==> config.mk <==
export PLATFORM = sky130hd
export DESIGN_NAME = product_accumulator
export DESIGN_NICKNAME = d
export VERILOG_FILES = /design/src/rtl/acc_pkg.sv /design/src/rtl/sat_add.sv /design/src/rtl/product_accumulator.sv
export SDC_FILE = /design/constraint.sdc
export NUM_CORES = 1
export LEC_CHECK = 0
export CORE_MARGIN = 4
export CORE_UTILIZATION = 50
export DETAILED_ROUTE_END_ITERATION = 8
export GPL_TIMING_DRIVEN = 0
export PLACE_DENSITY = 0.76
export SETUP_SLACK_MARGIN = 0.05
export SLEW_MARGIN = 20
export SYNTH_ARGS = -nofsm -noshare
export SYNTH_HDL_FRONTEND = slang
export SYNTH_SLANG_ARGS = --single-unit
==> constraint.sdc <==
create_clock -name clk -period 4.5 [get_ports clk]
set_clock_uncertainty 0.2 [all_clocks]
set_input_delay 0.9 -clock clk [delete_from_list [all_inputs] [get_ports clk]]
set_output_delay 0.9 -clock clk [all_outputs]
set_load 0.01 [all_outputs]
==> src/rtl/acc_pkg.sv <==
// Shared types and constants for the product accumulator.
// Block lengths are 4-bit codes where 0 encodes the maximum length of 16.
package acc_pkg;

    localparam int unsigned LEN_W   = 4;
    localparam int unsigned MAX_LEN = 16;

    typedef enum logic [1:0] {
        ACC     = 2'd0,
        SEND_LO = 2'd1,
        SEND_HI = 2'd2
    } acc_state_t;

    // Index of the last beat for a length code; wraps so that code 0 yields 15.
    function automatic logic [LEN_W-1:0] last_index(input logic [LEN_W-1:0] len_code);
        return len_code - LEN_W'(1);
    endfunction

endpackage

==> src/rtl/sat_add.sv <==
// Saturating adder: adds an 8-bit unsigned addend to an ACC_W-bit accumulator,
// clamping at all-ones and flagging when the clamp was applied.
module sat_add #(
    parameter int unsigned ACC_W = 12
) (
    input  logic [ACC_W-1:0] acc,
    input  logic [7:0]       addend,
    output logic [ACC_W-1:0] sum,
    output logic             ovf
);

    logic [ACC_W:0] full_sum;

    assign full_sum = {1'b0, acc} + {{(ACC_W - 7){1'b0}}, addend};
    assign ovf      = full_sum[ACC_W];
    assign sum      = ovf ? {ACC_W{1'b1}} : full_sum[ACC_W-1:0];

endmodule

==> src/rtl/product_accumulator.sv <==
// Accumulates blocks of 8-bit multiplier products with saturation and emits
// each block sum as two bytes (low, then high carrying the sticky sat flag).
module product_accumulator
    import acc_pkg::*;
#(
    parameter int unsigned ACC_W = 12
) (
    input  logic             clk,
    input  logic             rst_n,
    input  logic [7:0]       in_prod,
    input  logic             in_valid,
    output logic             in_ready,
    input  logic [LEN_W-1:0] len,
    output logic [7:0]       out_byte,
    output logic             out_valid,
    input  logic             out_ready,
    output logic             out_hi
);

    acc_state_t       state_q, state_d;
    logic [ACC_W-1:0] acc_q;
    logic [LEN_W-1:0] cnt_q;
    logic [LEN_W-1:0] len_q;
    logic             sat_q;

    logic [ACC_W-1:0] acc_sum;
    logic             acc_ovf;
    logic [LEN_W-1:0] cur_len;
    logic             accept;
    logic             last_beat;
    logic             hi_done;
    logic [6:0]       hi_bits;

    sat_add #(
        .ACC_W (ACC_W)
    ) u_sat_add (
        .acc    (acc_q),
        .addend (in_prod),
        .sum    (acc_sum),
        .ovf    (acc_ovf)
    );

    assign accept    = (state_q == ACC) && in_valid;
    // The first beat of a block uses the live length; later beats use the latched copy.
    assign cur_len   = (cnt_q == '0) ? len : len_q;
    assign last_beat = (cnt_q == last_index(cur_len));
    assign hi_done   = (state_q == SEND_HI) && out_ready;
    assign hi_bits   = 7'(acc_q >> 8);

    // State register
    always_ff @(posedge clk or negedge rst_n) begin
        if (!rst_n) begin
            state_q <= ACC;
        end else begin
            state_q <= state_d;
        end
    end

    // Next-state logic
    always_comb begin
        state_d = state_q;
        unique case (state_q)
            ACC:     if (accept && last_beat) state_d = SEND_LO;
            SEND_LO: if (out_ready) state_d = SEND_HI;
            SEND_HI: if (out_ready) state_d = ACC;
            default: state_d = ACC;
        endcase
    end

    // Outputs decoded from registers only
    always_comb begin
        in_ready  = 1'b0;
        out_valid = 1'b0;
        out_hi    = 1'b0;
        out_byte  = 8'h00;
        unique case (state_q)
            ACC: begin
                in_ready = 1'b1;
            end
            SEND_LO: begin
                out_valid = 1'b1;
                out_byte  = acc_q[7:0];
            end
            SEND_HI: begin
                out_valid = 1'b1;
                out_hi    = 1'b1;
                out_byte  = {sat_q, hi_bits};
            end
            default: begin
                in_ready = 1'b1;
            end
        endcase
    end

    // Datapath: accumulator, beat counter, latched length and sticky saturation
    always_ff @(posedge clk or negedge rst_n) begin
        if (!rst_n) begin
            acc_q <= '0;
            cnt_q <= '0;
            len_q <= '0;
            sat_q <= 1'b0;
        end else if (accept) begin
            if (cnt_q == '0) begin
                len_q <= len;
            end
            acc_q <= acc_sum;
            sat_q <= sat_q | acc_ovf;
            if (!last_beat) begin
                cnt_q <= cnt_q + LEN_W'(1);
            end
        end else if (hi_done) begin
            acc_q <= '0;
            cnt_q <= '0;
            sat_q <= 1'b0;
        end
    end

endmodule

==> key figures, run 1 <==
Status
  • Status: finished, final reports clean

Routing
  • Drc violations: 0
  • DR pass1 iterations: 4
  • WL/cell: 16.4 um
  • Total wire length: 4420 um
  • Post-route ant nets: 0
  • Via/cell ratio: ~6
  • DRT iter0 DRCs: 85
  • Vias: 1,611

Clocking
  • Setup bufs post-CTS: 0
  • Hold-fix buffers, CTS: 0
  • CTS clk-pin slew, worst paths: 0.13 ns
  • Clock Tree Root: clkbuf_4
  • TritonCTS clock tree: done
  • Max Root-Sink Buffers: 2
  • Clock sinks: 23
  • # resized after CTS: 0
  • H-tree levels: 1
  • Cts bufs inserted: 3
  • Clk_lat worst skew: 0.32 ns

Layout
  • Final #Nets: 256
  • Share of cells above drive strength 1: 7.62%
  • Multi-input logic area: 1160 um2
  • FF/Latch Area: 576 um2
  • Area Growth Syn to Fin: 18.8%
  • FILL cells: 304
  • Diode count: 0

Synthesis
  • Commonest cells in the netlist: dfrtp_1, nor2_1, ha_1
  • Top cell type by total area after synthesis: dfrtp_1
  • Sequential fraction of the synthesis area: 31.9%
  • Syn nets: 225
  • Most common cell in the synthesized netlist: dfrtp_1
  • EDFF count, synth: 0
  • Post-synthesis async set-or-reset flop share: 100%
  • Synth Register Bits: 23
  • Synth Area per Inst: ~9.3 um2
  • Mapped cell area: 1800 um2
  • Post-Syn Instances: 193
  • Post-synth top area share: 31.9%
  • Ys flop type: dfrtp_1
  • Number of different library cells in the post-synthesis netlist: 48
  • Ys Warns: 0
  • Area contributors post-synth: dfrtp_1, ha_1, a21oi_1

STA
  • Min Tclk post-route: ~3.3 ns
  • Relative slew slack: roughly 59%
  • Fin. max-slew vios: 0
  • Final TNS setup: 0 ns
  • Final critical-path share of the clock period: 73.5%
  • Final Hold Fails: 0
  • Least-Margin Pin Slew: 0.619 ns
  • Max Clk Rate: ~300 MHz
  • Hold slack: 0.330 ns
  • Setup violators final: 0
  • RSZ-0062 raised after global routing: no

GRT
  • Met1 GRT Util: 25.0%
  • Global-route wire length before repair: 7340 um
  • Antenna violations before repair: 0
  • Vias in the first global route: 1,669
  • GR Util All Layers: 20.9%
  • Met2 GRT Util: 37.4%
  • Largest net degree at the start of global routing: 24
  • Final global-route overflow total: 0
  • Met3 GRT Util: between 1.5 and 2%
  • Busiest grt layer: met2

Setup path
  • Worst Path Arrival: 3.33 ns
  • Crit path required time: 4.52 ns
  • R2R setup slack: about 1.6 ns
  • CP Class: input port to flip-flop
  • CP max FO: 9
  • Crit end category: flip-flop
  • CP startpoint kind: input port

Place
  • Detailed Place HPWL: around 3400 um
  • IO Port Bufs: 26
  • Final GP Congestion: 0.884

Power
  • Net Switching: between 0.0006 and 0.0007 W
  • PD cells: 648 nW/um2
  • Seq pwr share: between 20% and 30%
  • Sw Ratio: 45.8%
  • Comb power frac: 65.7%
  • Worst VDD drop: 0.000251 V
  • Share of power burned in the clock network: about 7.4%
  • Leakage power: 0.910 nW
  • Power Internal: approximately 0.00075 W

Floorplanning
  • Die width: 68.0 um
  • Core area: 3420 um2
  • Initial core utilization: 52.7%
  • Die height: 68.0 um
  • I/O pin cnt: 27
  • Die area: 4630 um2
  • # rows: 21

Job
  • MaxCap Viol Count: 0

Hold path
  • Hold Crit Class: input port to async pin
[metrics by stage]
step | cells | util [%] | setup slack (ns) | area, um2 | power [W]
floorplan | 193 | - | 1.57 | 1800 | 0.00102
global placement | 265 | 62.1 | 0.856 | 2120 | 0.00124
detailed placement | 265 | 62.1 | 0.838 | 2120 | 0.00128
CTS | 269 | 62.8 | 1.18 | 2150 | 0.00139
global route | 269 | 62.7 | 0.936 | 2140 | 0.00150
finish | 269 | 62.7 | 1.19 | 2140 | 0.00139
[power by group through the flow]
stage	logic, W	registers [W]	clock network, W
after floorplan	0.000675	0.000347	0
after global placement	0.000872	0.000368	0
after detailed placement	0.000906	0.000375	0
after CTS	0.000912	0.000370	0.000104
after global routing	0.00100	0.000383	0.000111
final	0.000912	0.000372	0.000103
[layout make-up]
| class | count | area share (%) |
|---|---|---|
| tap | 46 | 2.69 |
| timing repair buffer | 26 | 11.9 |
| clock buffer | 4 | 1.23 |
| buffer | 7 | 1.93 |
| inverter | 6 | 1.05 |
| sequential | 23 | 26.9 |
| multi-input combinational | 157 | 54.3 |
[layer usage]
| layer | up-vias | part of all wire [%] |
|---|---|---|
| li1 | 787 | - |
| met1 | 786 | 45 |
| met2 | 29 | 50 |
| met3 | 9 | 2.6 |
| met4 | 0 | 2.3 |
| met5 | - | 0 |
[critical path, stage by stage]
cell,delay [ns]
clkdlybuf4s50_1,0.41
ha_1,0.25
fa_1,0.44
a211oi_1,0.25
o21bai_1,0.16
o211ai_1,0.37
nor2_1,0.25
a221o_1,0.31
[cell families after synthesis]
kind of cell,Yosys count,synth area share (%)
adders and majority gates,16,11.5
muxes,7,4.17
DFF,23,31.9
AOI/OAI and AO/OA,65,25.6
xor gates and xnor gates,7,3.40
buffers and inverters,13,3.54
and+or+nand+nor,62,19.9
[placed cells by master, fill, tap and decap left out, types with 12 or more instances in the layout]
| master | instances |
|---|---|
| ha_1 | 15 |
| nand2_1 | 12 |
| dfrtp_1 | 23 |
| a21oi_1 | 14 |
| o21ai_0 | 13 |
| clkdlybuf4s50_1 | 25 |
| nor2_1 | 16 |
[state kept, by name, indices dropped and copies added (netlist names)]
signal and count:
state_q 2, sat_q 1, acc_q 12, cnt_q 4
len_q 4
[path summary, 6_finish.rpt]
| path | to | start | depth (start not counted) |
|---|---|---|---|
| min in group clk | sat_q | sat_q | 2 |
| worst max register to register | cnt_q[3] | cnt_q[0] | 8 |
| worst min-delay path | len_q[2] | rst_n | 1 |
| worst max-delay path | acc_q[0] | in_prod[0] | 8 |
| max in group asynchronous | acc_q[4] | rst_n | 1 |
| worst min register to register | sat_q | sat_q | 2 |
Power figures use the tool's default switching activity.
==> inputs of run 2 (changes only) <==
--- a/config.mk
+++ b/config.mk
@@ -6,10 +6,10 @@
 export NUM_CORES = 1
 export LEC_CHECK = 0
 export CORE_MARGIN = 4
-export CORE_UTILIZATION = 50
+export CORE_UTILIZATION = 49
 export DETAILED_ROUTE_END_ITERATION = 8
 export GPL_TIMING_DRIVEN = 0
-export PLACE_DENSITY = 0.76
+export PLACE_DENSITY = 0.77
 export SETUP_SLACK_MARGIN = 0.05
 export SLEW_MARGIN = 20
 export SYNTH_ARGS = -nofsm -noshare
==> constraint.sdc (replaced) <==
create_clock -name clk -period 2.9 [get_ports clk]
set_clock_uncertainty 0.2 [all_clocks]
set_input_delay 0.58 -clock clk [delete_from_list [all_inputs] [get_ports clk]]
set_output_delay 0.58 -clock clk [all_outputs]
set_load 0.01 [all_outputs]
==> run 2 against run 1 <==
  * Design area rose by 4.3%
  * Sequential power is 56% higher
  * Via count is 5.1% higher
  * Routed wire length up 6.4%
  * Critical path depth unchanged
  * Global-route usage rose by 0.45 points
  * Die area increased by 1.8%
  * Core utilization grew 2.2 points
  * Non-clock buffer count up 2
  * Setup slack worse by 1.1 ns
  * Sequential share of layout area shrank 1.1 points
  * Critical endpoint is now cnt_q[3]
  * Largest cell class unchanged
  * Largest power group unchanged
==> key figures, run 2 (same netlist as run 1, synthesis figures left out) <==
Floorplanning
  • Die area: approximately 4700 um2
  • # rows: 21
  • Core area: 3440 um2
  • Initial core utilization: about 52%
  • Die height: about 69 um
  • Die width: just under 70 um
  • I/O pin cnt: 27

Place
  • Detailed Place HPWL: between 3000 and 4000 um
  • Final GP Congestion: a little under 0.9
  • IO Port Bufs: 26
  • Placed Area: 2120 um2

Setup path
  • Reg2reg path depth: 8
  • Crit end category: flip-flop
  • Crit path required time: 2.86 ns
  • Worst Path Arrival: 2.73 ns
  • CP startpoint kind: flip-flop
  • CP max FO: 8
  • CP Class: flip-flop to flip-flop

Layout
  • Share of cells above drive strength 1: between 10% and 20%
  • Area Growth Syn to Fin: 24.0%
  • FILL cells: 286
  • Largest register FFs: 12
  • Final #Nets: between 200 and 300
  • Commonest non-fill, non-tap cell in the layout: clkdlybuf4s50_1
  • Reg with most FFs: acc_q
  • Diode count: 0
  • Most frequent cells in the layout: clkdlybuf4s50_1, dfrtp_1, nor2_1
  • Final instance area: roughly 2200 um2
  • Largest regs: acc_q (12), cnt_q (4), len_q (4)

STA
  • Hold slack: ~0.085 ns
  • Fin. max-slew vios: 0
  • Final Hold Fails: 0
  • Relative slew slack: approximately 64%
  • Final critical-path share of the clock period: 95.4%
  • Least-Margin Pin Slew: ~0.55 ns
  • Min Tclk post-route: 2.77 ns
  • RSZ-0062 raised after global routing: no
  • Setup violators final: 0
  • Max Clk Rate: around 360 MHz

Routing
  • Via/cell ratio: 6.25
  • Post-route ant nets: 0
  • WL/cell: 17.4 um
  • Total wire length: 4710 um
  • DRT iter0 DRCs: 107
  • DR pass1 iterations: 4
  • Vias: between 1.5k and 2k
  • Drc violations: 0

Clocking
  • H-tree levels: 1
  • Cts bufs inserted: 3
  • Hold-fix buffers, CTS: 0
  • TritonCTS clock tree: done
  • CTS clk-pin slew, worst paths: 0.09 ns
  • Max Root-Sink Buffers: 2
  • Clock sinks: 23
  • Clock Tree Root: clkbuf_8
  • Clk_lat worst skew: 0.27 ns

Job
  • MaxCap Viol Count: 0

GRT
  • Vias in the first global route: 1,695
  • Antenna violations before repair: 0
  • Largest net degree at the start of global routing: 24
  • Global-route wire length before repair: 7650 um
  • Final global-route overflow total: 0
  • GR Util All Layers: 21.3%

Hold path
  • Hold Crit Class: input port to async pin

Power
  • Worst VDD drop: 0.000453 V
  • Leakage power: 0.940 nW
  • PD cells: slightly above 1000 nW/um2
  • Total Power: 0.00230 W

Status
  • Status: finished, final reports clean
==> run 2: worst max-delay path, cell delays in order, from the launching register on <==
cell and delay [ns]:
dfrtp_2 0.47, inv_2 0.12, ha_2 0.23, or4b_2 0.61, o211ai_1 0.15, xor2_1 0.13, a211o_4 0.33, nor4b_4 0.14
a221o_1 0.27
==> run 2: per-layer routing <==
metal  GRT usage [%]  wire length [um]  up-vias
met5               0                 0        -
met4            7.44                54        0
met3            2.76               253        5
met2            38.1              2390       59
met1            26.0              2010      835
li1                -                 -      794
==> run 2: layout make-up <==
class                           count  area, um2  share of cell area, %
Tap cell                           46       57.6                   2.58
Clock buffer                        3       41.3                   1.85
Clock inverter                      1       5.00                  0.224
Inverter                            6       22.5                   1.01
Sequential cell                    23        577                   25.8
Timing Repair Buffer               29        278                   12.4
Multi-Input combinational cell    157       1210                   54.3
Buffer                              6       38.8                   1.74
==> run 2: repair_timing <==
item                       4_1_cts  5_1_grt
setup buffers                    1        2
gates resized for setup          3       13
setup endpoints to repair       20       23
pin swaps                        1        1
==> run 2: metrics by stage <==
step	setup WS (ns)	utilization, %	TNS [ns]	cells
floorplan	0.293	-	0	193
global placement	-0.435	61.6	-4.02	265
detailed placement	-0.467	61.6	-4.56	265
CTS	0.00279	63.4	0	269
global route	0.0698	64.9	0	271
finish	0.135	64.9	0	271
==> run 2: path summary, 6_finish.rpt <==
kind	from	endpoint	slack, ns
max	cnt_q[0]	cnt_q[3]	0.13
min	rst_n	len_q[3]	0.09
max reg2reg	cnt_q[0]	cnt_q[3]	0.13
min reg2reg	acc_q[6]	acc_q[6]	0.34
max in group asynchronous	rst_n	cnt_q[0]	2.02
min in group clk	acc_q[6]	acc_q[6]	0.34
==> run 2: where the power goes <==
part | switching (W) | internal (W) | leakage (nW) | total [W]
clock network | 0.000113 | 0.0000962 | 0.0255 | 0.000209
logic | 0.000791 | 0.000719 | 0.622 | 0.00151
registers | 0.000134 | 0.000447 | 0.293 | 0.000581
total | 0.00104 | 0.00126 | 0.940 | 0.00230
